--- src/rtl/lock_actuator_ctrl.sv ---
// rtl/lock_actuator_ctrl.sv - code-verdict driven lock actuator with unlock window and failure lockout
module lock_actuator_ctrl #(
    parameter int UNLOCK_CYCLES  = 16,
    parameter int LOCKOUT_CYCLES = 64,
    parameter int MAX_FAILS      = 3
) (
    input  logic                             clk,
    input  logic                             rst,
    input  logic                             verdict_valid,
    input  logic                             verdict_match,
    output logic                             verdict_ready,
    input  logic                             relock,
    output logic                             unlock,
    output logic                             lockout,
    output logic                             alarm,
    output logic [$clog2(MAX_FAILS+1)-1:0]   fail_count
);

    localparam int FW   = $clog2(MAX_FAILS + 1);
    localparam int TMAX = (UNLOCK_CYCLES > LOCKOUT_CYCLES) ? UNLOCK_CYCLES : LOCKOUT_CYCLES;
    localparam int TW   = $clog2(TMAX + 1);

    localparam logic [FW-1:0] FAIL_LAST    = FW'(MAX_FAILS - 1);
    localparam logic [FW-1:0] FAIL_MAX     = FW'(MAX_FAILS);
    localparam logic [TW-1:0] UNLOCK_LOAD  = TW'(UNLOCK_CYCLES);
    localparam logic [TW-1:0] LOCKOUT_LOAD = TW'(LOCKOUT_CYCLES);

    typedef enum logic [1:0] {
        ST_LOCKED   = 2'd0,
        ST_UNLOCKED = 2'd1,
        ST_LOCKOUT  = 2'd2
    } state_t;

    state_t          state, state_next;
    logic [TW-1:0]   timer, timer_next;
    logic [FW-1:0]   fail_next;
    logic            unlock_next, lockout_next, alarm_next;
    logic            accept;

    // Only a LOCKED, non-reset block takes verdicts; anything else is dropped.
    assign verdict_ready = (state == ST_LOCKED) && !rst;
    assign accept        = verdict_valid && verdict_ready;

    // State, timer and registered outputs; reset aborts any open window.
    always_ff @(posedge clk) begin
        if (rst) begin
            state      <= ST_LOCKED;
            timer      <= '0;
            fail_count <= '0;
            unlock     <= 1'b0;
            lockout    <= 1'b0;
            alarm      <= 1'b0;
        end else begin
            state      <= state_next;
            timer      <= timer_next;
            fail_count <= fail_next;
            unlock     <= unlock_next;
            lockout    <= lockout_next;
            alarm      <= alarm_next;
        end
    end

    // Next-state, timer and failure-count logic; outputs derive from the next state.
    always_comb begin
        state_next = state;
        timer_next = timer;
        fail_next  = fail_count;
        case (state)
            ST_LOCKED: begin
                timer_next = '0;
                if (accept) begin
                    if (verdict_match) begin
                        state_next = ST_UNLOCKED;
                        fail_next  = '0;
                        timer_next = UNLOCK_LOAD;
                    end else if (fail_count == FAIL_LAST) begin
                        state_next = ST_LOCKOUT;
                        fail_next  = FAIL_MAX;
                        timer_next = LOCKOUT_LOAD;
                    end else begin
                        fail_next  = fail_count + FW'(1);
                    end
                end
            end
            ST_UNLOCKED: begin
                // Timer value N means N open cycles remain including this one.
                if (relock || timer <= TW'(1)) begin
                    state_next = ST_LOCKED;
                    timer_next = '0;
                end else begin
                    timer_next = timer - TW'(1);
                end
            end
            ST_LOCKOUT: begin
                if (timer <= TW'(1)) begin
                    state_next = ST_LOCKED;
                    timer_next = '0;
                    fail_next  = '0;
                end else begin
                    timer_next = timer - TW'(1);
                end
            end
            default: begin
                state_next = ST_LOCKED;
                timer_next = '0;
                fail_next  = '0;
            end
        endcase
        unlock_next  = (state_next == ST_UNLOCKED);
        lockout_next = (state_next == ST_LOCKOUT);
        alarm_next   = (state_next == ST_LOCKOUT) && (state != ST_LOCKOUT);
    end

endmodule

--- config.mk ---
export PLATFORM = sky130hd
export DESIGN_NAME = lock_actuator_ctrl
export DESIGN_NICKNAME = d
export VERILOG_FILES = /design/src/rtl/lock_actuator_ctrl.sv
export SDC_FILE = /design/constraint.sdc
export NUM_CORES = 1
export LEC_CHECK = 0
export ABC_CLOCK_PERIOD_IN_PS = 1400
export CORE_UTILIZATION = 24
export CTS_BUF_LIST = sky130_fd_sc_hd__clkbuf_8 sky130_fd_sc_hd__clkbuf_16
export CTS_CLUSTER_DIAMETER = 30
export DETAILED_ROUTE_END_ITERATION = 8
export SYNTH_ARGS = -nofsm -noshare
export SYNTH_HDL_FRONTEND = slang
export SYNTH_SLANG_ARGS = --single-unit
--- constraint.sdc ---
create_clock -name clk -period 1.4 [get_ports clk]
set_input_delay 0.28 -clock clk [delete_from_list [all_inputs] [get_ports clk]]
set_output_delay 0.28 -clock clk [all_outputs]
set_load 0.02 [all_outputs]
**Word-level counts from Yosys, hierarchy flattened**

Cells that the tools add are included.

- Reductions and logical operators: 7
- Equal/unequal tests: 8
- Mux-type cells: 17
- $add $sub $neg: 2
- Bitwise operators: 1
- Order comparisons: 1

Operator list:

| kind | count |
|---|---|
| $mux 7 | 5 |
| $pmux 7 s3 | 1 |
| $mux 2 | 9 |
| $pmux 2 s3 | 2 |
| $le 7x1->1 const B | 1 |
| $sub 7x1->7 const B | 1 |
| $eq 2x2->1 const B | 3 |
| $ne 2x2->1 const B | 3 |
| $eq 2x1->1 const B | 2 |
| $logic_and 1x1->1 | 3 |
| $reduce_and 3->1 | 1 |
| $add 2x1->2 const B | 1 |
| $logic_not 2->1 | 1 |
| $logic_not 1->1 | 1 |
| $logic_or 1x1->1 | 1 |
| $not 1->1 | 1 |

- Bits in registers: 14
- Word-level logic and storage cells: 42
- Output and inout bits: 6
- Input port bits: 5

**Logic depth before layout (Yosys ltp)**

- Depth in word-level cells: 7
- Gate-level depth with buffers: 6
- Depth with buffers taken out: 6

**Worst setup path after synthesis**

OpenSTA, ideal clock, no wires.

- Path kind: input to register
- From: input rst
- To: register state[0]
- Stages: 4
- Setup slack: 0.030 ns
- Required time: 1.330 ns
- Arrival time: 1.299 ns
- Cell sequence: clkbuf_1 > nor3_1 > nand3_1 > a21oi_1

- Cells in the longest elaborated chain, start to end: 5

RTL lines:

| item | line | source |
|---|---|---|
| start, declared | 8 | `input logic rst,` |
| $logic_not 1->1 | 41 | `assign verdict_ready = (state == ST_LOCKED) && !rst;` |
| $logic_and 1x1->1 | 41 |  |
| net verdict_ready | 11 | `output logic verdict_ready,` |
| $logic_and 1x1->1 | 42 | `assign accept = verdict_valid && verdict_ready;` |
| $mux 2 | 71 | `if (accept) begin` |
| $pmux 2 s3 | 68 | `case (state)` |
| end signal, assigned | 54 | `state <= state_next;` |
| end, declared | 34 | `state_t state, state_next;` |

The timed path passes the listed nets, and every way through them passes these cells.
A chain may end at the register's enable or synchronous reset.

**Worst setup path after layout**

- From: register timer[3]
- To: register fail_count[1]

- Cells in the longest elaborated chain, start to end: 3

RTL lines:

| item | line | source |
|---|---|---|
| start, declared | 35 | `logic [TW-1:0] timer, timer_next;` |
| start signal, assigned | 55 | `timer <= timer_next;` |
| $le 7x1->1 | 95 | `if (timer <= TW'(1)) begin` |
| $ne 2x2->1 (no line) | n/a |  |
| $reduce_and 3->1 (no line) | n/a |  |
| end signal, assigned | 56 | `fail_count <= fail_next;` |
| end, declared | 16 | `output logic [$clog2(MAX_FAILS+1)-1:0] fail_count` |

No other way between the ends.

==> results.tsv <==
metric	value	unit
buffers and inverters on the worst path	0	
Yosys cell types	29	
DR pass1 iterations	3	
GPL Wtd Cong	0.7693	
gr usage total	0.09381	
Worst Hold Class	flop to flop	
final net count	99	
Total Routed Length	1.133	mm
Syn Inst Count	67	
residual DRC count	0	
final hold violations	0	
fin util	0.3654	
Net Sw Power	0.1730	mW
Power Density	897.9	nW/µm²
final period utilization	0.9639	
status	complete, no violations	
row count	18	
fin. max-slew vios	0	
PnR worst setup slack	0.05057	ns
H-tree depth	1	
# IOs	11	
Hold-fix buffers, CTS	0	
DRT antenna net count	0	
Clk pwr share	0.407	
filler-free cell count of the finished design	119	
setup violators final	0	
largest net degree at the start of global routing	10	
Seq/Total Area, Yosys	0.4525	
Root Driver	clkbuf_8	
slowest cell on the critical path	dfxtp_2	
# placed instances	114	
pre-CTS setup slack	-0.4108	ns
max_slew headroom	0.8372	
cell family with most CP delay	simple AND/OR/NAND/NOR gates	
CTS max path bufs	2	
Sequential Power Share	0.507	
Avg Inst Size Synth	9.244	µm²
Post-Syn Nets	75	
cts bufs inserted	3	
Port Buffers	10	
Core Box Area	2455	µm²
Clk Latency, worst-skew pair	0.24	ns
maxcap violations	0	
die span in x	52.80	µm
CP peak stage delay	0.34	ns
Int Pwr	0.6325	mW
initial drt markers	7	
WS Path Type	flop to flop	
P_leak	0.4244	nW
dpl hpwl	866.9	µm
flops & latches, synth	14	
Worst setup EP type	flop	
mapped cell area	619.3	µm²
RSZ-0062 raised after global routing	yes	
Syn. warnings	0	
Final Cell Area	897.1	µm²
min Tclk post-route	1.349	ns
area grow syn2layout	44.85	%
vias per cell	4.370	
startpoint types	flop	
fmax	0.7411	GHz
die area	2788	µm²
layout cells sized above 1	0.3034	
Logic pwr share	0.086	
clock slew at reported path FFs	0.06	ns
Clock Skew	0.0006767	ns
Worst-Margin Slew	0.2437	ns
Worst VDD drop	0.0005452	V
initial antenna violation count	0	
Cell Chain, Critical Path	nor4_4 -> nand3b_1 -> o21ai_2 -> mux2i_1	
vias in the first global route	461	
DIE HEIGHT	52.80	µm
Worst EP arrival	1.52	ns
total power	0.8055	mW
Routed WL per cell	9.521	µm
clock sink count	14	
CTS tree	yes	
wire length of the first global-routing pass	1.821	mm
CP Max Fanout	4	
dpl cell area	813.3	µm²
ANT cells	0	
routed via count	520	
Starting Density	0.2523	
grt ovf	0	
required time of the critical path	1.57	ns
sw frac	0.2148	
## worst reg2reg max path, stage by stage, from the launching register on
cell and delay [ns]:
dfxtp_2 0.34, nor4_4 0.28, nand3b_1 0.20, o21ai_2 0.24, mux2i_1 0.21
## metrics by stage
stage	hold slack, ns	TNS (ns)
after global placement	0.4315	-1.563
after CTS	0.4536	0
final	0.4453	0
after floorplan	0.4514	0
after global routing	0.4741	-0.1148
after detailed placement	0.4441	-1.640
## cell usage in the layout (no fill, tap or decap), types with 4 or more instances in the layout
cell type / synthesis / layout
clkdlybuf4s50_1: 0 / 4
buf_4: 0 / 10
nand2_1: 4 / 4
dlygate4sd2_1: 0 / 5
a21oi_1: 7 / 7
dfxtp_1: 14 / 11
nor2_1: 4 / 4
## Yosys cell counts
master     n  area [µm²]
dfxtp_1   14       280.3
nor4_1     1       6.260
nand3_2    1       10.01
nor2_2     1       6.260
nor3b_1    1       7.510
or4b_1     1       10.01
xnor2_1    1       8.760
mux2i_1    3       30.03
nand3b_1   1       7.510
nor3_1     1       5.000
nor4_2     1       12.51
inv_1      3       11.26
xor2_1     1       8.760
nand2_1    4       15.01
nor2b_1    1       6.260
ha_1       3       37.54
nand3_1    2       10.01
o21ai_2    1       8.760
o21ai_0    3       15.01
o21bai_1   2       15.01
nand2b_1   4       25.02
o31ai_1    1       7.510
clkbuf_1   1       3.750
a21oi_1    7       35.03
nor4b_1    1       8.760
o21ai_1    1       5.000
inv_2      1       3.750
nor2_1     4       15.01
clkinv_1   1       3.750
## power groups by stage
stage	clock network [mW]	logic (mW)	registers [mW]
2_1_floorplan	0	0.0286	0.420
6_report	0.328	0.0692	0.409
3_5_place_dp	0	0.0661	0.416
5_1_grt	0.351	0.0755	0.409
4_1_cts	0.338	0.0624	0.408
3_3_place_gp	0	0.0657	0.416
## layout make-up
cell class                 count  area [µm²]
fill                         252        1558
tap                           30       37.54
multi-input combinational     47       351.6
clock buffer                   3       41.29
timing repair buffer          20       163.9
inverter                       5       18.77
sequential                    14       284.0
## logic make-up (layout without fill, tap and decap cells)
group | Yosys count | in the layout | synth area share
AO/OA/AOI/OAI | 15 | 15 | 0.1394
XOR/XNOR | 2 | 2 | 0.02829
adder cells (fa/ha/maj) | 3 | 3 | 0.06061
buffers and inverters | 6 | 28 | 0.03634
flip-flops | 14 | 14 | 0.4525
multiplexers | 3 | 3 | 0.04849
AND/OR/NAND/NOR | 24 | 24 | 0.2343
## metal layers
| metal | wire length, µm | GRT usage | share of wire |
|---|---|---|---|
| met5 | 0 | 0 | 0 |
| met2 | 536 | 0.1498 | 0.47 |
| met3 | 60 | 0.04348 | 0.053 |
| met4 | 8 | 0.05263 | 0.0071 |
| met1 | 528 | 0.1010 | 0.47 |
## flip-flops by register name, indices dropped and copies added, names as in the netlist
signal,cells
unlock,1
alarm,1
state,2
fail_count,2
timer,7
lockout,1
## what timing repair did
item | 4_1_cts | 5_1_grt
endpoints found under the setup margin | 6 | 10
setup buffers | 0 | 2
resized for setup | 10 | 9
pin swaps | 0 | 4
## final timing paths
check | from | end | slack (ns) | cells past startpoint
max | timer[3] | fail_count[1] | 0.05 | 4
min | timer[0] | timer[0] | 0.45 | 1
max reg2reg | timer[3] | fail_count[1] | 0.05 | 4
min reg2reg | timer[0] | timer[0] | 0.45 | 1
No activity file was read; power rests on OpenSTA's default activity.
